$ cat src/rtl/td4_pkg.sv
// Shared opcode, operand-select, load-enable and FSM encodings for the TD4 exec stage.
package td4_pkg;

    localparam logic [3:0] OP_ADD_A  = 4'b0000;
    localparam logic [3:0] OP_MOV_AB = 4'b0001;
    localparam logic [3:0] OP_IN_A   = 4'b0010;
    localparam logic [3:0] OP_MOV_A  = 4'b0011;
    localparam logic [3:0] OP_MOV_BA = 4'b0100;
    localparam logic [3:0] OP_ADD_B  = 4'b0101;
    localparam logic [3:0] OP_IN_B   = 4'b0110;
    localparam logic [3:0] OP_MOV_B  = 4'b0111;
    localparam logic [3:0] OP_OUT_B  = 4'b1001;
    localparam logic [3:0] OP_OUT_IM = 4'b1011;
    localparam logic [3:0] OP_JNC    = 4'b1110;
    localparam logic [3:0] OP_JMP    = 4'b1111;

    // Active-low register_4bit load enables: [0]=A [1]=B [2]=OUT [3]=PC
    localparam logic [3:0] LD_A    = 4'b1110;
    localparam logic [3:0] LD_B    = 4'b1101;
    localparam logic [3:0] LD_OUT  = 4'b1011;
    localparam logic [3:0] LD_PC   = 4'b0111;
    localparam logic [3:0] LD_NONE = 4'b1111;

    typedef enum logic [1:0] {SEL_A, SEL_B, SEL_IN, SEL_ZERO} sel_e;

    typedef enum logic {ST_RUN, ST_HALTED} state_e;

endpackage

$ cat src/rtl/td4_decoder.sv
// Opcode decode: picks the adder operand, the load enable, and flags PC-loading ops.
import td4_pkg::*;

module td4_decoder (
    input  logic [3:0] i_op,
    input  logic       i_carry,
    output sel_e       o_sel,
    output logic [3:0] o_load,
    output logic       o_is_jump,
    output logic       o_cout_en
);

    always_comb begin
        o_sel     = SEL_ZERO;
        o_load    = LD_NONE;
        o_is_jump = 1'b0;
        o_cout_en = 1'b1;
        case (i_op)
            OP_ADD_A:  begin o_sel = SEL_A;    o_load = LD_A;   end
            OP_MOV_AB: begin o_sel = SEL_B;    o_load = LD_A;   end
            OP_IN_A:   begin o_sel = SEL_IN;   o_load = LD_A;   end
            OP_MOV_A:  begin o_sel = SEL_ZERO; o_load = LD_A;   end
            OP_MOV_BA: begin o_sel = SEL_A;    o_load = LD_B;   end
            OP_ADD_B:  begin o_sel = SEL_B;    o_load = LD_B;   end
            OP_IN_B:   begin o_sel = SEL_IN;   o_load = LD_B;   end
            OP_MOV_B:  begin o_sel = SEL_ZERO; o_load = LD_B;   end
            OP_OUT_B:  begin o_sel = SEL_B;    o_load = LD_OUT; end
            OP_OUT_IM: begin o_sel = SEL_ZERO; o_load = LD_OUT; end
            OP_JMP:    begin o_load = LD_PC; o_is_jump = 1'b1; end
            // JNC only branches while carry is clear
            OP_JNC: begin
                o_load    = i_carry ? LD_NONE : LD_PC;
                o_is_jump = ~i_carry;
            end
            default:   o_cout_en = 1'b0;
        endcase
    end

endmodule

$ cat src/rtl/td4_exec_unit.sv
// TD4 decode/execute stage: operand mux, 4-bit adder, carry flag, halt FSM,
// input-port synchroniser and saturating retired-instruction counter.
import td4_pkg::*;

module td4_exec_unit #(
    parameter int SYNC_STAGES = 2,
    parameter int CNT_W       = 16
) (
    input  logic             CLK,
    input  logic             RST,
    input  logic [7:0]       INSTR,
    input  logic [3:0]       REG_A,
    input  logic [3:0]       REG_B,
    input  logic [3:0]       PC,
    input  logic [3:0]       IN_PORT,
    output logic [3:0]       LOAD,
    output logic [3:0]       IN_DATA,
    output logic             CARRY,
    output logic             HALT,
    output logic [CNT_W-1:0] RETIRED
);

    logic [3:0]       r_sync [SYNC_STAGES];
    logic             r_carry;
    logic [CNT_W-1:0] r_retired;
    state_e           r_state, w_state_next;

    sel_e       w_sel;
    logic [3:0] w_dec_load;
    logic       w_is_jump;
    logic       w_cout_en;
    logic [3:0] w_im;
    logic [3:0] w_operand;
    logic [4:0] w_sum;
    logic       w_cout;

    assign w_im = INSTR[3:0];

    td4_decoder u_dec (
        .i_op      (INSTR[7:4]),
        .i_carry   (r_carry),
        .o_sel     (w_sel),
        .o_load    (w_dec_load),
        .o_is_jump (w_is_jump),
        .o_cout_en (w_cout_en)
    );

    always_comb begin
        w_operand = 4'h0;
        case (w_sel)
            SEL_A:   w_operand = REG_A;
            SEL_B:   w_operand = REG_B;
            SEL_IN:  w_operand = r_sync[SYNC_STAGES-1];
            default: w_operand = 4'h0;
        endcase
    end

    assign w_sum  = {1'b0, w_operand} + {1'b0, w_im};
    assign w_cout = w_sum[4] & w_cout_en;

    always_ff @(posedge CLK) begin
        if (RST) begin
            for (int i = 0; i < SYNC_STAGES; i++) r_sync[i] <= 4'h0;
        end else begin
            r_sync[0] <= IN_PORT;
            for (int i = 1; i < SYNC_STAGES; i++) r_sync[i] <= r_sync[i-1];
        end
    end

    always_ff @(posedge CLK) begin
        if (RST) r_state <= ST_RUN;
        else     r_state <= w_state_next;
    end

    // Halt on a jump that actually lands on its own address
    always_comb begin
        w_state_next = r_state;
        if (r_state == ST_RUN && w_is_jump && w_im == PC)
            w_state_next = ST_HALTED;
    end

    always_comb begin
        LOAD    = w_dec_load;
        IN_DATA = w_sum[3:0];
        if (RST) begin
            LOAD    = LD_NONE;
            IN_DATA = 4'h0;
        end else if (r_state == ST_HALTED) begin
            LOAD    = LD_PC;
            IN_DATA = PC;
        end
    end

    always_ff @(posedge CLK) begin
        if (RST) begin
            r_carry   <= 1'b0;
            r_retired <= '0;
        end else if (r_state == ST_RUN) begin
            r_carry <= w_cout;
            if (r_retired != '1) r_retired <= r_retired + CNT_W'(1);
        end
    end

    assign CARRY   = r_carry;
    assign HALT    = (r_state == ST_HALTED);
    assign RETIRED = r_retired;

endmodule

$ cat config.mk
export PLATFORM = sky130hd
export DESIGN_NAME = td4_exec_unit
export DESIGN_NICKNAME = d
export VERILOG_FILES = /design/src/rtl/td4_pkg.sv /design/src/rtl/td4_decoder.sv /design/src/rtl/td4_exec_unit.sv
export SDC_FILE = /design/constraint.sdc
export NUM_CORES = 1
export LEC_CHECK = 0
export ABC_CLOCK_PERIOD_IN_PS = 8800
export CAP_MARGIN = 20
export CORE_ASPECT_RATIO = 0.8
export CORE_MARGIN = 1
export CORE_UTILIZATION = 45
export DETAILED_ROUTE_END_ITERATION = 10
export PLACE_DENSITY = 0.8
export SLEW_MARGIN = 5
export SYNTH_ARGS = -nofsm -noshare
export SYNTH_HDL_FRONTEND = slang
export SYNTH_SLANG_ARGS = --single-unit
$ cat constraint.sdc
create_clock -name CLK -period 8.8 [get_ports CLK]
set_input_delay 1.76 -clock CLK [delete_from_list [all_inputs] [get_ports CLK]]
set_output_delay 1.76 -clock CLK [all_outputs]
set_load 0.02 [all_outputs]
==> flow_metrics.py <==
metrics = {
    "worst_hold_path": {
        "holdCritPathClass": "reg2reg",
    },
    "route": {
        "wirelength_um": 3550,
        "route.detailed.wl_per_inst_um": 13.4,
        "post_dr_vias_cell": 5.54,
        "dr.first_iter.drc_count": 84,
        "dr_vias": 1462,
        "first_pass_iters": 4,
        "drc": 0,
        "final_antenna_net_count": 0,
    },
    "layout": {
        "antenna_cells": 0,
        "design_area_um2": 2060,
        "final.fill_count": 242,
        "drive_gt1_share_pct": 5.80,
        "layoutNonFillerInstCount": 264,
        "final_nets": 257,
        "area_growth_pct": 41.1,
    },
    "synthesis": {
        "synth-seq-cells": 26,
        "netlist_instances": 174,
        "avgSynthCellArea_um2": 8.39,
        "netlist.top_cell.by_area": "sky130_fd_sc_hd__dfxtp_1",
        "ys_warn_count": 0,
        "synthesis.nets": 206,
        "synthTopCellsByArea": "sky130_fd_sc_hd__dfxtp_1, sky130_fd_sc_hd__nor2b_1, sky130_fd_sc_hd__mux2i_1, sky130_fd_sc_hd__ha_1, sky130_fd_sc_hd__a21oi_1",
        "post_synth_instance_area_um2": 1460,
        "synth_sequential_area_ratio_pct": 35.6,
        "synth_cell_types": 36,
        "share_of_the_synthesized_area_in_the_top_cell_type_pct": 35.6,
    },
    "clock_network": {
        "clock_sinks": 26,
        "postCtsHoldBufs": 0,
        "tritoncts": "done",
        "cts_setup_buffers": 0,
        "clkLatencyLatePin_ps": 270,
        "cts_root_buffer": "sky130_fd_sc_hd__clkbuf_8",
        "htree_num_levels": 1,
        "clkTransAtPathRegs_ps": 80,
        "cts_resized": 0,
        "clock_tree.buffer_depth": 2,
        "cts_made_buffers": 3,
    },
    "die": {
        "initial_standard_cell_utilization_of_the_core_pct": 47.3,
        "floorplan_die_height_um": 53.0,
        "fp.dieArea_um2": 3480,
        "ios": 52,
        "core_region_area_um2": 3090,
        "rows": 18,
        "floorplan.die.width_um": 65.7,
    },
    "place": {
        "dp.cells": 260,
        "placedInstanceArea_um2": 2010,
        "placement.io_buffers": 51,
        "dp.final_hpwl_um": 2680,
        "dp_slack_ps": 2410,
        "place_congestion": 0.893,
    },
    "run": {
        "drv_cap": 0,
    },
    "global_route": {
        "initial_antenna_violation_count": 0,
        "grt_remaining_overflow": 0,
        "grt_pass1_vias": 1203,
        "grt_max_degree": 33,
        "grt_pass1_wl_um": 5500,
        "globalRouteTotalUtil_pct": 20.9,
    },
    "sta": {
        "drv_slew": 0,
        "timing.final.ws_setup_ps": 2390,
        "hold_vio_cnt_final": 0,
        "total_negative_setup_slack_ps": 0,
        "tightestPinTransition_ps": 899,
        "clock.fmax_mhz": 156,
        "final.setup_skew_ps": 4.94,
        "max-slew-margin-rel_pct": 40.0,
        "finalCritPeriodShare_pct": 72.8,
        "rsz0062_at_grt": "false",
        "min_period_ps": 6410,
        "timing.final.setup_violations": 0,
    },
    "critical_path": {
        "cp_data_required_time_ps": 7040,
        "worst-path-max-fanout": 7,
        "timing.critical_path.arrival_ps": 4650,
        "reg2regPathDepth": 4,
        "timing.critical_path.from_type": "input port",
        "crit_start": "INSTR[5]",
        "setup.worst_path.class": "in2out",
        "crit_slowest_cell": "sky130_fd_sc_hd__clkdlybuf4s50_1",
        "worst_r2r_startpoint": "HALT",
        "setup.worst_path.end_class": "output pin",
        "cp_common_cell": "sky130_fd_sc_hd__clkdlybuf4s50_1",
        "path_cells": "clkdlybuf4s50_1, a211oi_1, nand2_1, o21ai_0, ha_1, a21o_1, a21oi_1, nor4_1, a311o_1, clkdlybuf4s50_1",
        "rr_endpoint": "RETIRED[15]",
        "slowest_delay_ps": 560,
        "crit_end": "IN_DATA[3]",
        "setup.reg_to_reg.worst_slack_ps": 6600,
    },
    "pwr": {
        "p_comb_share_pct": 19.6,
        "vdd_drop_max_uv": 105,
        "switching_share_pct": 24.8,
        "p_leak_uw": 0.000735,
        "power.density_cell_area_nw_per_um2": 121,
        "total_power_uw": 249,
        "p_switching_uw": 61.9,
        "power.sequential.fraction_pct": 49.6,
        "cellInternalPower_uw": 187,
        "share_clk_of_total_power_pct": 30.8,
    },
    "run_status": {
        "status": "finished clean",
    },
}
[how the worst min path moves through the flow]
stage	startpoint	to	slack, ps	cells after the start
2_1_floorplan	r_sync[0][0]	r_sync[0][4]	410	1
3_3_place_gp	r_sync[0][0]	r_sync[0][4]	420	1
3_5_place_dp	r_sync[0][0]	r_sync[0][4]	430	1
4_1_cts	r_sync[0][3]	r_sync[0][7]	450	1
5_1_grt	r_sync[0][2]	r_sync[0][6]	460	1
6_report	r_sync[0][3]	r_sync[0][7]	450	1
[power groups by stage]
stage / Combinational [µW] / Sequential (µW) / Clock [µW]
after floorplan: 22.3 / 127 / 0
after global placement: 47.6 / 126 / 0
after detailed placement: 48.8 / 126 / 0
after CTS: 49.0 / 124 / 78.3
after global routing: 53.0 / 124 / 83.4
final: 48.9 / 124 / 76.8
[stage by stage]
stage               utilization, %  hold slack [ps]
floorplan                        -              414
global placement              65.0              418
detailed placement            65.0              426
CTS                           66.8              453
global route                  66.8              465
finish                        66.8              446
[cells in the final DEF, fill, tap and decap left out, drive strengths merged, types with 2 or more instances in the layout]
cell	instances
clkdlybuf4s50	51
dfxtp	26
nor2	14
nor2b	13
nand2	12
o21ai	11
a21oi	11
mux2i	8
nor3	7
nand4	6
nand3	6
inv	5
ha	5
nor4	5
xor2	4
clkbuf	4
or4	4
a211oi	3
a31oi	3
or3	3
mux2	3
o31ai	3
nand2b	2
or2	2
and3	2
nor4b	2
[cells in the mapped netlist, drive strengths merged]
master  number
nor4b        2
a211oi       3
nand4b       1
or4          4
nand4        6
a21oi       11
and3         2
clkbuf       6
or3          3
xnor2        1
nor3         7
or2          2
dfxtp       26
a31oi        3
o21ai       11
mux2i        8
and4b        1
nand2b       2
nand3        6
o31ai        3
nor2        14
fa           1
o211ai       1
xor2         4
mux2         3
a311o        1
inv          5
nor2b       13
a21o         1
a311oi       1
nand2       12
ha           5
nor4         5
[logic make-up (layout without fill, tap and decap cells)]
family | count (synthesis) | after routing | share of synthesized area (%)
adder cells (fa/ha/maj) | 6 | 6 | 5.66
multiplexers | 11 | 11 | 7.80
AND/OR/NAND/NOR | 80 | 80 | 30.8
XOR/XNOR | 5 | 5 | 3.00
buffers and inverters | 11 | 61 | 2.83
flip-flops | 26 | 26 | 35.6
AO/OA/AOI/OAI | 35 | 35 | 14.2
[area by class of cell]
| class | instances | area [µm²] | share of cell area [%] |
|---|---|---|---|
| clock buffer | 4 | 55.1 | 2.67 |
| sequential | 26 | 520 | 25.3 |
| inverter | 5 | 18.8 | 0.911 |
| timing repair buffer | 52 | 518 | 25.1 |
| multi-input combinational | 137 | 898 | 43.6 |
| tap | 40 | 50.0 | 2.43 |
[registers in the layout, summed over array words and instances (netlist names)]
| name | cells |
|---|---|
| CARRY | 1 |
| HALT | 1 |
| RETIRED | 16 |
| r_sync | 8 |
[layer usage]
layer / global-route usage (%) / up-vias / share of wire [%]
li1: - / 733 / -
met1: 27.7 / 684 / 49
met2: 34.4 / 43 / 46
met3: 5.17 / 2 / 4.9
met4: 4.35 / 0 / 0.20
met5: 0 / - / 0
[critical path, delay by kind of cell]
kind	cells	cell delay, ps
buf+inv	2	1100
compound gates	5	1320
fa+ha+maj	1	310
simple gates	2	160
(Power assumes the default switching activity.)
